## config.mk

```make
export PLATFORM = sky130hd
export DESIGN_NAME = regfile_bypass
export DESIGN_NICKNAME = d
export VERILOG_FILES = /design/src/rtl/regfile_bypass.sv
export SDC_FILE = /design/constraint.sdc
export NUM_CORES = 2
export LEC_CHECK = 0
export BUFFER_PORTS_ARGS = -buffer_cell sky130_fd_sc_hd__clkbuf_2
export CORE_MARGIN = 1
export CORE_UTILIZATION = 35
export CTS_BUF_LIST = sky130_fd_sc_hd__clkbuf_16
export CTS_CLUSTER_DIAMETER = 80
export DETAILED_ROUTE_END_ITERATION = 8
export PLACE_DENSITY_LB_ADDON = 0.25
export SETUP_SLACK_MARGIN = 0.02
export SLEW_MARGIN = 10
export SYNTH_ARGS = -nofsm -noshare
export SYNTH_HDL_FRONTEND = slang
export SYNTH_SLANG_ARGS = --single-unit
```

## constraint.sdc

```tcl
create_clock -name elk -period 1.9 [get_ports elk]
set_input_delay 0.095 -clock elk [delete_from_list [all_inputs] [get_ports elk]]
set_output_delay 0.095 -clock elk [all_outputs]
set_load 0.01 [all_outputs]
```

## src/rtl/regfile_bypass.sv

```systemverilog
// Register file with registered read ports, same-cycle write-to-read bypass,
// hard-wired zero register, pending scoreboard and register-0 write error tracking.
module regfile_bypass #(
  parameter int unsigned DATA_W = 32,
  parameter int unsigned ADDR_W = 5,
  parameter int unsigned NUM_RD = 2,
  parameter int unsigned SP_IDX = 29,
  parameter int unsigned SP_RST = 252,
  parameter int unsigned ERRC_W = 8
) (
  input  logic                       elk,
  input  logic                       nrst,
  input  logic                       wr_en,
  input  logic [ADDR_W-1:0]          wr_addr,
  input  logic [DATA_W-1:0]          wr_data,
  input  logic                       rsv_en,
  input  logic [ADDR_W-1:0]          rsv_addr,
  input  logic                       rd_en,
  input  logic [NUM_RD*ADDR_W-1:0]   rd_addr,
  output logic [NUM_RD*DATA_W-1:0]   rd_data,
  output logic [NUM_RD-1:0]          rd_busy,
  output logic                       rd_valid,
  output logic                       err_r0,
  output logic [ERRC_W-1:0]          err_cnt
);

  localparam int unsigned DEPTH = 2**ADDR_W;

  logic [DATA_W-1:0]        regs [DEPTH];
  logic [DEPTH-1:0]         pending;
  logic                     wr_ok;
  logic                     wr_r0;
  logic [NUM_RD*DATA_W-1:0] rd_data_nxt;
  logic [NUM_RD-1:0]        rd_busy_nxt;
  logic [ADDR_W-1:0]        ra;
  logic                     hit;

  assign wr_ok = wr_en && (wr_addr != '0);
  assign wr_r0 = wr_en && (wr_addr == '0);

  // Register array; entry 0 is never written so it stays zero
  always_ff @(posedge elk or negedge nrst) begin
    if (!nrst) begin
      for (int unsigned i = 0; i < DEPTH; i++) begin
        regs[ADDR_W'(i)] <= (i == SP_IDX) ? DATA_W'(SP_RST) : '0;
      end
    end else if (wr_ok) begin
      regs[wr_addr] <= wr_data;
    end
  end

  // Scoreboard: a same-cycle reserve overrides the clearing write (newer producer)
  always_ff @(posedge elk or negedge nrst) begin
    if (!nrst) begin
      pending <= '0;
    end else begin
      if (wr_ok) begin
        pending[wr_addr] <= 1'b0;
      end
      if (rsv_en && (rsv_addr != '0)) begin
        pending[rsv_addr] <= 1'b1;
      end
    end
  end

  // Per-port read selection with bypass from the write port
  always_comb begin
    rd_data_nxt = '0;
    rd_busy_nxt = '0;
    ra          = '0;
    hit         = 1'b0;
    for (int unsigned i = 0; i < NUM_RD; i++) begin
      ra  = rd_addr[i*ADDR_W +: ADDR_W];
      hit = wr_en && (wr_addr == ra);
      if (ra == '0) begin
        rd_data_nxt[i*DATA_W +: DATA_W] = '0;
      end else if (hit) begin
        rd_data_nxt[i*DATA_W +: DATA_W] = wr_data;
      end else begin
        rd_data_nxt[i*DATA_W +: DATA_W] = regs[ra];
      end
      rd_busy_nxt[i] = pending[ra] && !(hit && (ra != '0));
    end
  end

  always_ff @(posedge elk or negedge nrst) begin
    if (!nrst) begin
      rd_data  <= '0;
      rd_busy  <= '0;
      rd_valid <= 1'b0;
    end else begin
      if (rd_en) begin
        rd_data <= rd_data_nxt;
        rd_busy <= rd_busy_nxt;
      end
      rd_valid <= rd_en;
    end
  end

  // Sticky error and saturating counter for register-0 writes
  always_ff @(posedge elk or negedge nrst) begin
    if (!nrst) begin
      err_r0  <= 1'b0;
      err_cnt <= '0;
    end else if (wr_r0) begin
      err_r0 <= 1'b1;
      if (err_cnt != '1) begin
        err_cnt <= err_cnt + ERRC_W'(1);
      end
    end
  end

endmodule

```

==> metrics <==
first-pass GRT wire length=303000 um; Area contributors post-synth=dfrtp_1 (47%), mux4_2 (20%), mux2_2 (19%), mux2i_1 (3.6%), clkbuf_1 (1.6%); DRC=0; Fill cells=15000; GR Util All Layers=0.243; Int Pwr=52.9 mW; layout net count=4360; via count=39100; GR met2 Demand/Resource=0.389; #FFs+latches synth=1132; Setup TNS Final=-0.123 ns; Starting DRT DRC Count=3378; PwrDens=1020 nW/um^2; footprint of the multi-input gates=29400 um^2; Peak VDD IR=836 uV; Post-Syn Nets=3969; top cells by count, synth=dfrtp_1 (1126), mux2_2 (999), mux4_2 (538); worst-margin pin slew=0.868 ns; post-detail-place hpwl=138000 um; max cap viols=0; # setup viols final=3; min Tclk post-route=1.94 ns; Clock power frac=0.350; outcome=finished, violations left; Psw=20.3 mW; M3 GR Usage=0.0386; routability congestion estimate=0.851; critical path data arrival time=2.59 ns; Routed Wire Length=208000 um; synthesized area=59500 um^2; grt peak-use layer=met2; max_slew headroom=0.419; vias in the first global route=40500; CP endpoint kind=register; row cnt=150; asr flop ratio synth=1.00; area delta synth->final=21.1%; share of the synthesized area in the top cell type=0.474; Num Clock Sinks=1132; Post-synth EDFFs=0; Syn Inst Count=3911; final hold viol count=0; GR Overflow Total=0; share of layout cells above drive strength 1=0.555; Core ar.=168000 um^2; worst endpoint required time=2.55 ns; hold crit path type=in -> async; Seq. cell area=28300 um^2; total chip power=73.3 mW; Die ar.=172000 um^2; Static Leakage=31.6 nW; RSZ-0062 raised after global routing=yes; initial antenna violation count=9; Seq/Total Area, Yosys=0.476; Avg WL per Cell=31.4 um; final worst slack=-0.0430 ns; Initial Utilization=0.354; post-route ant nets=0; f_max=515 MHz; H-tree levels=4; die width=414 um; Seq pwr share=0.441; CTS buffer count=135; clock slew at reported path FFs=0.06 ns; Yosys warnings=0; crit share post-route=1.02; I/O pin count=133; Netlist cell types=61; failing checks=negative setup slack; most common cell in the netlist=dfrtp_1; largest net degree at the start of global routing=100; DR pass1 iterations=7; Die Height=414 um; Synth area leader=dfrtp_1; worst-path fanout max=2; Comb power frac=0.209; Crit Path Class=reg -> reg; Switching Fraction=0.278; Max Slew Vio Count=0; GR Util met1=0.333; vias per inst=5.91; CP Launch Type=register; Worst-Skew Late Latency=0.79 ns; CTS max path bufs=3; buffers added on ports=132; fin util=0.429; clk root buf=clkbuf_16; syn_area_per_cell=15.2 um^2; CTS tree=yes; Synth Flop Type=dfrtp_1; Setup Skew=0.0248 ns
-- per-stage QoR --
step / hold slack (ns) / instances / setup WS [ns] / area (um^2)
6_report: 0.0767 / 6612 / -0.0430 / 72100
5_1_grt: 0.0777 / 6611 / -0.103 / 72100
4_1_cts: 0.0128 / 6609 / -0.0339 / 72000
3_5_place_dp: 0.0301 / 6320 / -0.497 / 67300
3_3_place_gp: 0.0294 / 6320 / -0.509 / 67300
2_1_floorplan: -0.201 / 3911 / 0.0212 / 59500
-- worst paths after layout --
| path | endpoint | depth (start not counted) | start | slack [ns] |
|---|---|---|---|---|
| max in group asynchronous | regs[96] | 3 | nrst | 0.55 |
| min in group elk | pending[27] | 6 | wr_addr[4] | 0.08 |
| hold / removal | regs[998] | 3 | nrst | 0.08 |
| setup / recovery | rd_data[36] | 5 | regs[420] | -0.04 |
| setup reg to reg | rd_data[36] | 5 | regs[420] | -0.04 |
| hold reg to reg | regs[1019] | 0 | regs[1019] | 0.39 |
-- kinds of logic (layout without fill, tap and decap cells) --
kind of cell             after synthesis  count (layout)  share of synthesized area
AO/OA/AOI/OAI                        337             337                     0.0400
XOR/XNOR                              17              17                    0.00250
adder cells (fa/ha/maj)                1               1                   0.000210
buffers and inverters                462             957                     0.0356
flip-flops                          1132            1132                      0.476
multiplexers                        1750            1750                      0.429
other                                  0               2                          0
AND/OR/NAND/NOR                      212             212                     0.0168
-- flip-flops by register name, summed over array words and instances, names as in the netlist --
signal	flops
pending	32
rd_valid	1
regs	1024
err_r0	1
rd_busy	2
err_cnt	8
rd_data	64
-- worst max-delay path, cell delays in order (launching register included) --
cell and delay [ns]:
dfrtp_1 0.41, mux4_2 0.46, mux4_2 0.54, mux2i_1 0.17, buf_4 0.16, o221ai_2 0.08
-- cell type report --
class                      count  area share
clock inverter               103      0.0117
multi-input combinational   2317       0.408
sequential                  1132       0.393
antenna                        2   0.0000695
clock buffer                 138      0.0479
inverter                      29     0.00151
tap                         2204      0.0383
timing repair buffer         687      0.0994
-- metal layers --
metal | vias up | share of wire
met4 | 12 | 0.037
met5 | - | 0.00035
met1 | 21400 | 0.43
li1 | 16000 | -
met2 | 1344 | 0.48
met3 | 372 | 0.056
-- placed cells by master, fill, tap and decap left out, types with 22 or more instances in the layout --
master | Yosys | layout
buf_4 | 59 | 338
a22oi_1 | 73 | 73
mux2i_1 | 213 | 213
o22ai_1 | 22 | 22
inv_1 | 29 | 57
mux4_2 | 538 | 538
clkbuf_2 | 0 | 123
nand2_1 | 94 | 79
o21ai_0 | 79 | 79
buf_12 | 0 | 172
clkinv_1 | 0 | 31
dfrtp_1 | 1126 | 1126
o32ai_1 | 23 | 23
dlygate4sd3_1 | 0 | 44
a22o_1 | 23 | 23
clkbuf_16 | 0 | 138
mux2_2 | 999 | 999
-- power by group through the flow --
stage	Sequential (mW)	Clock, mW	Combinational (mW)
final	32.3	25.6	15.3
after global routing	32.9	27.1	16.4
after CTS	32.2	26.1	15.4
after detailed placement	32.6	0	15.2
after global placement	32.4	0	15.0
after floorplan	31.2	0	10.7
-- repair_timing --
item / 4_1_cts / 5_1_grt
pin swaps: 0 / 3
resized for setup: 1 / 6
hold buffers: 44 / 0
setup buffers: 4 / 1
gates cloned: 0 / 0
endpoints found under the setup margin: 3 / 16
endpoints found under the hold margin: 1424 / 0
No activity file was read; power rests on OpenSTA's default activity.
